## config.mk

```make
export PLATFORM = sky130hd
export DESIGN_NAME = fft_pipe_seq_flat
export DESIGN_NICKNAME = d
export VERILOG_FILES = /design/src/rtl/fft_ctrl_pkg.sv /design/src/rtl/fft_pipe_seq_if.sv /design/src/rtl/pipe_tag_shift.sv /design/src/rtl/fft_pipe_seq.sv /design/src/flat_wrapper.sv
export SDC_FILE = /design/constraint.sdc
export NUM_CORES = 1
export LEC_CHECK = 0
export CORE_AREA = 4 4 67 131
export CTS_CLUSTER_SIZE = 40
export DETAILED_ROUTE_END_ITERATION = 10
export DIE_AREA = 0 0 71 135
export GPL_ROUTABILITY_DRIVEN = 1
export PLACE_DENSITY = 0.54
export SYNTH_ARGS = -nofsm -noshare
export SYNTH_HDL_FRONTEND = slang
export SYNTH_SLANG_ARGS = --single-unit
```

## constraint.sdc

```tcl
create_clock -name clk -period 4.3 [get_ports clk]
set_clock_uncertainty 0.05 [all_clocks]
set_input_delay 0.43 -clock clk [delete_from_list [all_inputs] [get_ports clk]]
set_output_delay 0.43 -clock clk [all_outputs]
set_load 0.05 [all_outputs]
```

## src/rtl/fft_ctrl_pkg.sv

```systemverilog
// Shared control types for the radix-16 FFT datapath: sequencer state and the
// (stage, group) tag carried next to the data by address-gen, pipe and write-back.
package fft_ctrl_pkg;

  localparam int unsigned TAG_STG_W = 2;
  localparam int unsigned TAG_GRP_W = 8;

  typedef enum logic [1:0] {
    IDLE,
    ISSUE,
    DRAIN,
    DONE
  } fft_state_t;

  typedef struct packed {
    logic [TAG_STG_W-1:0] stage;
    logic [TAG_GRP_W-1:0] grp;
  } fft_tag_t;

endpackage

```

## src/rtl/fft_pipe_seq_if.sv

```systemverilog
// Handshake bundle of the FFT pipe sequencer: frame control, issue side toward the
// address generator, output side toward write-back.
interface fft_pipe_seq_if #(
  parameter int unsigned STG_W = 2,
  parameter int unsigned GRP_W = 8
);

  logic             start_i;
  logic             abort_i;
  logic             busy_o;
  logic             done_o;
  logic             pipe_en_o;
  logic             issue_valid_o;
  logic [STG_W-1:0] issue_stage_o;
  logic [GRP_W-1:0] issue_grp_o;
  logic             out_valid_o;
  logic             out_ready_i;
  logic [STG_W-1:0] out_stage_o;
  logic [GRP_W-1:0] out_grp_o;

  // master: the sequencer itself
  modport master (
    input  start_i, abort_i, out_ready_i,
    output busy_o, done_o, pipe_en_o,
    output issue_valid_o, issue_stage_o, issue_grp_o,
    output out_valid_o, out_stage_o, out_grp_o
  );

  // slave: frame controller / address generator / write-back side
  modport slave (
    output start_i, abort_i, out_ready_i,
    input  busy_o, done_o, pipe_en_o,
    input  issue_valid_o, issue_stage_o, issue_grp_o,
    input  out_valid_o, out_stage_o, out_grp_o
  );

endinterface

```

## src/rtl/pipe_tag_shift.sv

```systemverilog
// Valid + tag shadow of the datapath register chain: shifts on the shared advance
// enable, clear drops all valids (tags only reset on rst_n).
module pipe_tag_shift #(
  parameter int unsigned DEPTH = 4,
  parameter int unsigned TAG_W = 10
) (
  input  logic             clk,
  input  logic             rst_n,
  input  logic             clr,
  input  logic             en,
  input  logic             in_vld,
  input  logic [TAG_W-1:0] in_tag,
  output logic [DEPTH-1:0] vld,
  output logic [TAG_W-1:0] out_tag
);

  logic [TAG_W-1:0] tag [DEPTH];

  always_ff @(posedge clk) begin
    if (!rst_n) begin
      vld <= '0;
      for (int unsigned i = 0; i < DEPTH; i++) tag[i] <= '0;
    end else if (clr) begin
      vld <= '0;
    end else if (en) begin
      vld    <= {vld[DEPTH-2:0], in_vld};
      tag[0] <= in_tag;
      for (int unsigned i = 1; i < DEPTH; i++) tag[i] <= tag[i-1];
    end
  end

  assign out_tag = tag[DEPTH-1];

endmodule

```

## src/rtl/fft_pipe_seq.sv

```systemverilog
// Radix-16 datapath sequencer: issues one group per cycle, runs the shared pipe
// advance enable under output backpressure, and drains the pipe between FFT stages.
module fft_pipe_seq
  import fft_ctrl_pkg::*;
#(
  parameter int unsigned PIPE_DEPTH = 4,
  parameter int unsigned GRP_W      = 8,
  parameter int unsigned NUM_STAGE  = 3,
  parameter int unsigned STG_W      = 2
) (
  input logic            clk,
  input logic            rst_n,
  fft_pipe_seq_if.master bus
);

  localparam int unsigned TAG_W = STG_W + GRP_W;
  localparam logic [STG_W-1:0] LAST_STAGE = STG_W'(NUM_STAGE - 1);

  // same field layout as fft_tag_t, sized by this instance's parameters
  typedef struct packed {
    logic [STG_W-1:0] stage;
    logic [GRP_W-1:0] grp;
  } tag_t;

  fft_state_t            state, state_nxt;
  logic [STG_W-1:0]      stage, stage_nxt;
  logic [GRP_W-1:0]      grp, grp_nxt;
  logic [PIPE_DEPTH-1:0] vld;
  tag_t                  in_tag, out_tag;
  logic                  pipe_en;
  logic                  issue_fire;

  // only a held, unaccepted output freezes the chain; bubbles are never squeezed out
  assign pipe_en    = ~vld[PIPE_DEPTH-1] | bus.out_ready_i;
  assign issue_fire = (state == ISSUE) & pipe_en;
  assign in_tag     = '{stage: stage, grp: grp};

  pipe_tag_shift #(
    .DEPTH (PIPE_DEPTH),
    .TAG_W (TAG_W)
  ) u_shift (
    .clk     (clk),
    .rst_n   (rst_n),
    .clr     (bus.abort_i),
    .en      (pipe_en),
    .in_vld  (issue_fire),
    .in_tag  (in_tag),
    .vld     (vld),
    .out_tag (out_tag)
  );

  always_ff @(posedge clk) begin
    if (!rst_n) begin
      state <= IDLE;
      stage <= '0;
      grp   <= '0;
    end else begin
      state <= state_nxt;
      stage <= stage_nxt;
      grp   <= grp_nxt;
    end
  end

  always_comb begin
    state_nxt = state;
    stage_nxt = stage;
    grp_nxt   = grp;
    if (bus.abort_i) begin
      state_nxt = IDLE;
      stage_nxt = '0;
      grp_nxt   = '0;
    end else begin
      unique case (state)
        IDLE: begin
          if (bus.start_i) begin
            state_nxt = ISSUE;
            stage_nxt = '0;
            grp_nxt   = '0;
          end
        end
        ISSUE: begin
          if (issue_fire) begin
            grp_nxt = grp + 1'b1;
            if (grp == '1) state_nxt = DRAIN;
          end
        end
        DRAIN: begin
          // registered vld: one idle cycle follows the final output fire
          if (vld == '0) begin
            if (stage == LAST_STAGE) begin
              state_nxt = DONE;
              stage_nxt = '0;
            end else begin
              state_nxt = ISSUE;
              stage_nxt = stage + 1'b1;
            end
          end
        end
        DONE:    state_nxt = IDLE;
        default: state_nxt = IDLE;
      endcase
    end
  end

  assign bus.busy_o        = (state != IDLE);
  assign bus.done_o        = (state == DONE);
  assign bus.pipe_en_o     = pipe_en;
  assign bus.issue_valid_o = issue_fire;
  assign bus.issue_stage_o = stage;
  assign bus.issue_grp_o   = grp;
  assign bus.out_valid_o   = vld[PIPE_DEPTH-1];
  assign bus.out_stage_o   = out_tag.stage;
  assign bus.out_grp_o     = out_tag.grp;

endmodule
```

## src/flat_wrapper.sv

```systemverilog
// flat-port wrapper written by rule: the top's interface ports become plain ports
module fft_pipe_seq_flat import fft_ctrl_pkg::*;
#(
  parameter int unsigned PIPE_DEPTH = 4,
  parameter int unsigned GRP_W      = 8,
  parameter int unsigned NUM_STAGE  = 3,
  parameter int unsigned STG_W      = 2
)
  (clk, rst_n, bus_start_i, bus_abort_i, bus_out_ready_i, bus_busy_o, bus_done_o, bus_pipe_en_o, bus_issue_valid_o, bus_issue_stage_o, bus_issue_grp_o, bus_out_valid_o, bus_out_stage_o, bus_out_grp_o);
  fft_pipe_seq_if #(.STG_W(STG_W), .GRP_W(GRP_W)) bus_i ();
  input logic clk;
  input logic rst_n;
  input wire logic [$bits(bus_i.start_i)-1:0] bus_start_i;
  input wire logic [$bits(bus_i.abort_i)-1:0] bus_abort_i;
  input wire logic [$bits(bus_i.out_ready_i)-1:0] bus_out_ready_i;
  output wire logic [$bits(bus_i.busy_o)-1:0] bus_busy_o;
  output wire logic [$bits(bus_i.done_o)-1:0] bus_done_o;
  output wire logic [$bits(bus_i.pipe_en_o)-1:0] bus_pipe_en_o;
  output wire logic [$bits(bus_i.issue_valid_o)-1:0] bus_issue_valid_o;
  output wire logic [$bits(bus_i.issue_stage_o)-1:0] bus_issue_stage_o;
  output wire logic [$bits(bus_i.issue_grp_o)-1:0] bus_issue_grp_o;
  output wire logic [$bits(bus_i.out_valid_o)-1:0] bus_out_valid_o;
  output wire logic [$bits(bus_i.out_stage_o)-1:0] bus_out_stage_o;
  output wire logic [$bits(bus_i.out_grp_o)-1:0] bus_out_grp_o;
  assign bus_i.start_i = bus_start_i;
  assign bus_i.abort_i = bus_abort_i;
  assign bus_i.out_ready_i = bus_out_ready_i;
  assign bus_busy_o = bus_i.busy_o;
  assign bus_done_o = bus_i.done_o;
  assign bus_pipe_en_o = bus_i.pipe_en_o;
  assign bus_issue_valid_o = bus_i.issue_valid_o;
  assign bus_issue_stage_o = bus_i.issue_stage_o;
  assign bus_issue_grp_o = bus_i.issue_grp_o;
  assign bus_out_valid_o = bus_i.out_valid_o;
  assign bus_out_stage_o = bus_i.out_stage_o;
  assign bus_out_grp_o = bus_i.out_grp_o;
  fft_pipe_seq #(.PIPE_DEPTH(PIPE_DEPTH), .GRP_W(GRP_W), .NUM_STAGE(NUM_STAGE), .STG_W(STG_W)) u_core (.clk(clk), .rst_n(rst_n), .bus(bus_i));
endmodule
```

==> impl_results.md <==
* Max FO, Critical Path at 8
* Setup TNS at 0 ns
* Nets@finish at 218
* Min cycle time layout at 2.93 ns
* Top-area cell type share of the netlist area at 52.7%
* Final cycle utilization of the critical path at around two thirds
* CTS Root Cell: clkbuf_16
* Top post-synthesis cells by area: edfxtp_1 53%, dfxtp_1 14%, and2_1 12%
* Critical Path Start: bus_out_ready_i
* Slew @ Worst Pin at 0.973 ns
* Wire per inst at ~12 um
* Worst VDD drop at around 0.23 mV
* # DRC at 0
* CTS clk-pin slew, worst paths at 0.07 ns
* Final WL at 3.83 mm
* Area of the core at 7830 sq um
* Largest net degree at the start of global routing at 41
* Inst Count DP at 301
* Critical path arrival at roughly 2.5 ns
* Lkg Pwr at 0.00102 uW
* Total number of vias at around 1400
* Gpl congestion at 0.893
* Min-delay src: u_core.u_shift.vld[1]$_SDFFE_PP0N_
* # IOs at 30
* Placed cell areas at 2660 sq um
* Post-DP HPWL at 2.51 mm
* Post-synth EDFFs at 40
* CTS Sinks at 56
* Fin area at 2830 sq um
* Share of cells above drive strength 1 at 7.51%
* Drt initial violations at 165
* Crit end category: primary output
* Final hold viol count at 0
* Initial antenna violation count at 0
* Reg2reg start: u_core.u_shift.vld[3]$_SDFFE_PP0N_
* All-Layer GR Usage at 8.61%
* Kind of critical path: in2out
* Synth Area per Inst at approximately 12 sq um
* Status: finished clean
* Num CTS Buffers at 5
* Initial Util at 29.1%
* Vias in the first global route at 1436
* PostCTS Resize Cnt at 0
* CTS Hold Bufs at 0
* WP data required at 3.82 ns
* Startpoint types: input port
* # diodes at 0
* Final setup vio count at 0
* Yosys warning count at 0
* Vias per cell at around 4.4
* DR pass1 iterations at 4
* Mapped Nets at 190
* Flops & latches, synth at 56
* Post-CTS Setup Bufs at 0
* Die width at 71 um
* Post-Layout Cell Count at between 300 and 400
* Hold Crit Class: reg2reg
* FFs w/ async S/R, synth at 0%
* Post-synthesis cell area at 2280 sq um
* Max-slew violations at 0
* Die Height at 135 um
* First-pass GRT wire length at ~6.5 mm
* PwrDens at between 400 and 500 nW/um^2
* Post-Synthesis Cells at 184
* Register area share after synthesis at 66.7%
* IO Port Bufs at 29
* Main synth FF type: edfxtp_1
* Max-Cap Viols at 0
* Achievable clock frequency at ~340 MHz
* Most frequent cells in the layout: 42 x and2_1, 40 x edfxtp_1, 29 x clkdlybuf4s50_1
* Area grow syn2layout at 24.1%
* Clk buf depth at 2
* Final Util at 36.2%
* CTS tree: yes
* ANT nets after route at 0
* Commonest non-fill, non-tap cell in the layout: and2_1
* R2R cell count at 3
* Total die area at 9590 sq um
* CTS HTree Levels at 2
* Clk Latency, worst-skew pair at 0.29 ns
* Unrepaired setup endpoints after global routing: no
* Synth area leader: edfxtp_1
* Total grt overflow at 0
* Fill count at 783
* Worst slew margin at around a third
* Fin Hold WS at 0.436 ns
* Unique masters post-synth at 36
* Hold Crit Depth at 2
* Floorplan row count at 46
power by group:
group | internal (uW) | switching (uW) | total, uW
registers | 599 | 5.71 | 605
logic | 23.5 | 48.6 | 72.1
clock network | 277 | 182 | 459
metal layers:
metal,GRT usage [%],vias to the layer above,part of all wire [%]
met5,0,-,0
met4,5.44,0,3.6
met3,2.83,11,5.0
met2,13.6,44,47
met1,9.89,624,45
li1,-,695,-
through the flow:
step	worst slack [ns]	power (uW)
finish	1.37	1140
detailed placement	1.38	690
global placement	1.42	689
floorplan	0.0485	666
CTS	1.36	1150
global route	1.22	1180
critical path: stages:
cell and delay [ns]:
clkdlybuf4s50_1 0.48, nor2b_1 0.14, nor3_1 0.48, clkdlybuf4s50_1 0.91
final cells by class:
cell class	instances	area (sq um)	area share, %
well taps	96	120	4.24
inverters	3	11.3	0.398
repair buffers	31	305	10.8
clock inverters	2	38.8	1.37
multi-input cells	115	706	24.9
flip-flops and latches	56	1520	53.7
clock buffers	6	129	4.55
cells by family (layout without fill, tap and decap cells):
logic type      after synthesis  in the layout  synth area share [%]
xor+xnor                      5              5                  1.92
simple gates                 87             87                  22.0
fa+ha+maj                     1              1                 0.548
buf+inv                      13             42                  2.85
compound gates               22             22                  5.98
flops                        56             56                  66.7
synth_stat cells (3+ instances only):
cell / number
edfxtp_1: 40
a21oi_1: 10
xnor2_1: 5
o21bai_1: 3
nand2_1: 7
nor2_1: 14
and2_1: 42
nand4_1: 3
o21ai_1: 3
nand3_1: 4
nor4_1: 3
clkbuf_1: 6
dfxtp_1: 16
sequential cells by signal (all words and copies together), names as in the netlist:
| register | flops |
|---|---|
| u_core.bus.issue_grp_o | 8 |
| u_core.u_shift.tag | 40 |
| u_core.u_shift.vld | 4 |
| u_core.bus.issue_stage_o | 2 |
| u_core.state | 2 |
worst paths after layout:
check	endpoint	slack, ns
hold / removal	u_core.u_shift.vld[1]$_SDFFE_PP0N_	0.44
setup / recovery	bus_issue_valid_o	1.37
setup reg to reg	u_core.u_shift.tag[1][4]$_SDFFCE_PN0P_	2.26
hold reg to reg	u_core.u_shift.vld[1]$_SDFFE_PP0N_	0.44
Power figures use the tool's default switching activity.
==> RTL change: new RTL, config.mk and constraints unchanged <==
Encoding of `fft_state_t`: now Gray code (2 bits for 4 states).
--- a/src/rtl/fft_ctrl_pkg.sv
+++ b/src/rtl/fft_ctrl_pkg.sv
@@ -8,6 +8,6 @@
   typedef enum logic [1:0] {
-    IDLE,
-    ISSUE,
-    DRAIN,
-    DONE
+    IDLE  = 2'b00,
+    ISSUE = 2'b01,
+    DRAIN = 2'b11,
+    DONE  = 2'b10
   } fft_state_t;
Formal check against the unedited RTL: no difference found for any inputs over 10 cycles, from zero or initial values; not proved beyond that.
==> RTL change against the unedited design <==
- setup slack got worse by 0.20 ns
- sequential cell count unchanged
- total power down 5.4%
- routed wire length grew 13%
- synthesized area is 2.8% higher
- die area unchanged
- sequential power about the same
- design area up 0.62%
==> RTL change: results (changes against the unedited design) <==
status=finished, final reports clean; largest family of logic cells by synthesized area=simple AND/OR/NAND/NOR gates; vias=1551 (+13%); CP max stage delay=0.74 ns (-0.17 ns); Slowest cell on crit path=clkdlybuf4s50_1; YS warnings=0 (unchanged); xor and xnor fraction of the mapped netlist area=0% (-1.9 points); critical path fanouts, max=43 (+35); Layout Nets=217 (-0.46%); post-synthesis async set-or-reset flop share=0% (unchanged); Lkg Pwr=1.131 nW (+11%); initial antenna violation count=0 (unchanged); GRT Overall Usage=9.296% (+0.69 points); Synth Area in Adders=0.5336% (-0.015 points); Clock Path Buffers=2 (unchanged); crit-path leading delay family=buffers and inverters; global-route wire length before repair=7.120 mm (+10%); share of layout cells above drive strength 1=7.075% (-0.44 points); most instantiated cells after synthesis=edfxtp_1, and3_1, dfxtp_1; Worst Path Required=3.82 ns (about the same); hold crit path type=reg2reg; HPWL Detailed=2.723 mm (+8.3%); Synth Area in Compound Gates=5.977% (about the same); H-tree depth=2 (unchanged); # resized after CTS=0 (unchanged); IO buf count=29 (unchanged); Root Driver=clkbuf_16; Post-Place Worst Slack=1.171 ns (-0.2077 ns); FILL cells=810 (+3.4%); clk_lat worst skew=0.29 ns (about the same); post-synthesis mux area share=2.134% (+2.1 points); max cap viols=0 (unchanged); count leader, synth=edfxtp_1; max reg flops=40 (unchanged); DRT Pass-1 Iters=4 (unchanged); peak supply drop=0.1479 mV (-36%); register area share after synthesis=64.89% (-1.8 points); library cells used by synthesis=37 (+2.8%); vias in the first global route=1543 (+7.5%); RePlAce Congestion=0.7634 (-14%); top cells by area, synth=edfxtp_1, dfxtp_1, and3_1, mux2i_1, nand3_1; Most flops, register=u_core.u_shift.tag; CTS buffer count=5 (unchanged); wire length per cell=14.02 microns (+13%); syn_nets=194 (+2.1%); Antenna Cells=0 (unchanged); Post-CTS Setup Bufs=0 (unchanged); DRT iter0 DRCs=95 (-42%); pin count of the biggest net entering global routing=44 (+7.3%); Relative slew margins=18.99% (-16 points); number of flops mapped to enable cells by yosys=40 (unchanged); CTS clock-pin slew for the worst setup and hold paths=0.07 ns (about the same)
==> RTL change: logic make-up after synthesis <==
family          count (synthesis)
flops                          56
fa+ha+maj                       1
simple gates                   89
buf+inv                        18
mux                             5
compound gates                 19
==> RTL change: routing by layer <==
layer | part of all wire [%] | GRT usage [%]
met2 | 47 | 14.53
met4 | 2.9 | 5.126
met1 | 45 | 11.58
met3 | 4.6 | 2.385
met5 | 0 | 0
==> RTL change: worst paths after layout <==
kind	start	endpoint	slack, ns	cells after the start
min	u_core.u_shift.vld[2]	u_core.u_shift.vld[2]	0.44	2
min reg2reg	u_core.u_shift.vld[2]	u_core.u_shift.vld[2]	0.44	2
max reg2reg	u_core.u_shift.vld[3]	u_core.u_shift.tag[0][7]	2.27	2
max	bus_out_ready_i	bus_pipe_en_o	1.17	5
==> RTL change: where the power goes <==
part	switching [W]	leakage [nW]	internal, W	total, W
clock network	0.000172	0.0710	0.000212	0.000384
logic	0.0000553	0.486	0.0000276	0.0000829
registers	0.00000747	0.573	0.000600	0.000607
==> RTL change: worst register-to-register path, cell delays in order (launching register included) <==
cell and delay (ns):
dfxtp_1 0.34, nor2b_1 0.27, o21ai_4 0.97
==> RTL change: final cells by class <==
class / count / share of cell area, %
Timing Repair Buffer: 31 / 10.72
Sequential cell: 56 / 53.40
Tap cell: 96 / 4.216
Clock buffer: 5 / 4.392
Clock inverter: 3 / 0.4831
Inverter: 3 / 0.3953
Multi-Input combinational cell: 114 / 26.39
==> RTL change: stage by stage <==
stage / hold slack [ns] / cells / cell area [sq um]
floorplan: 0.4022 / 188 / 2345
global placement: 0.4163 / 300 / 2710
detailed placement: 0.4321 / 300 / 2710
CTS: 0.4417 / 308 / 2849
global route: 0.4727 / 308 / 2849
finish: 0.4386 / 308 / 2849
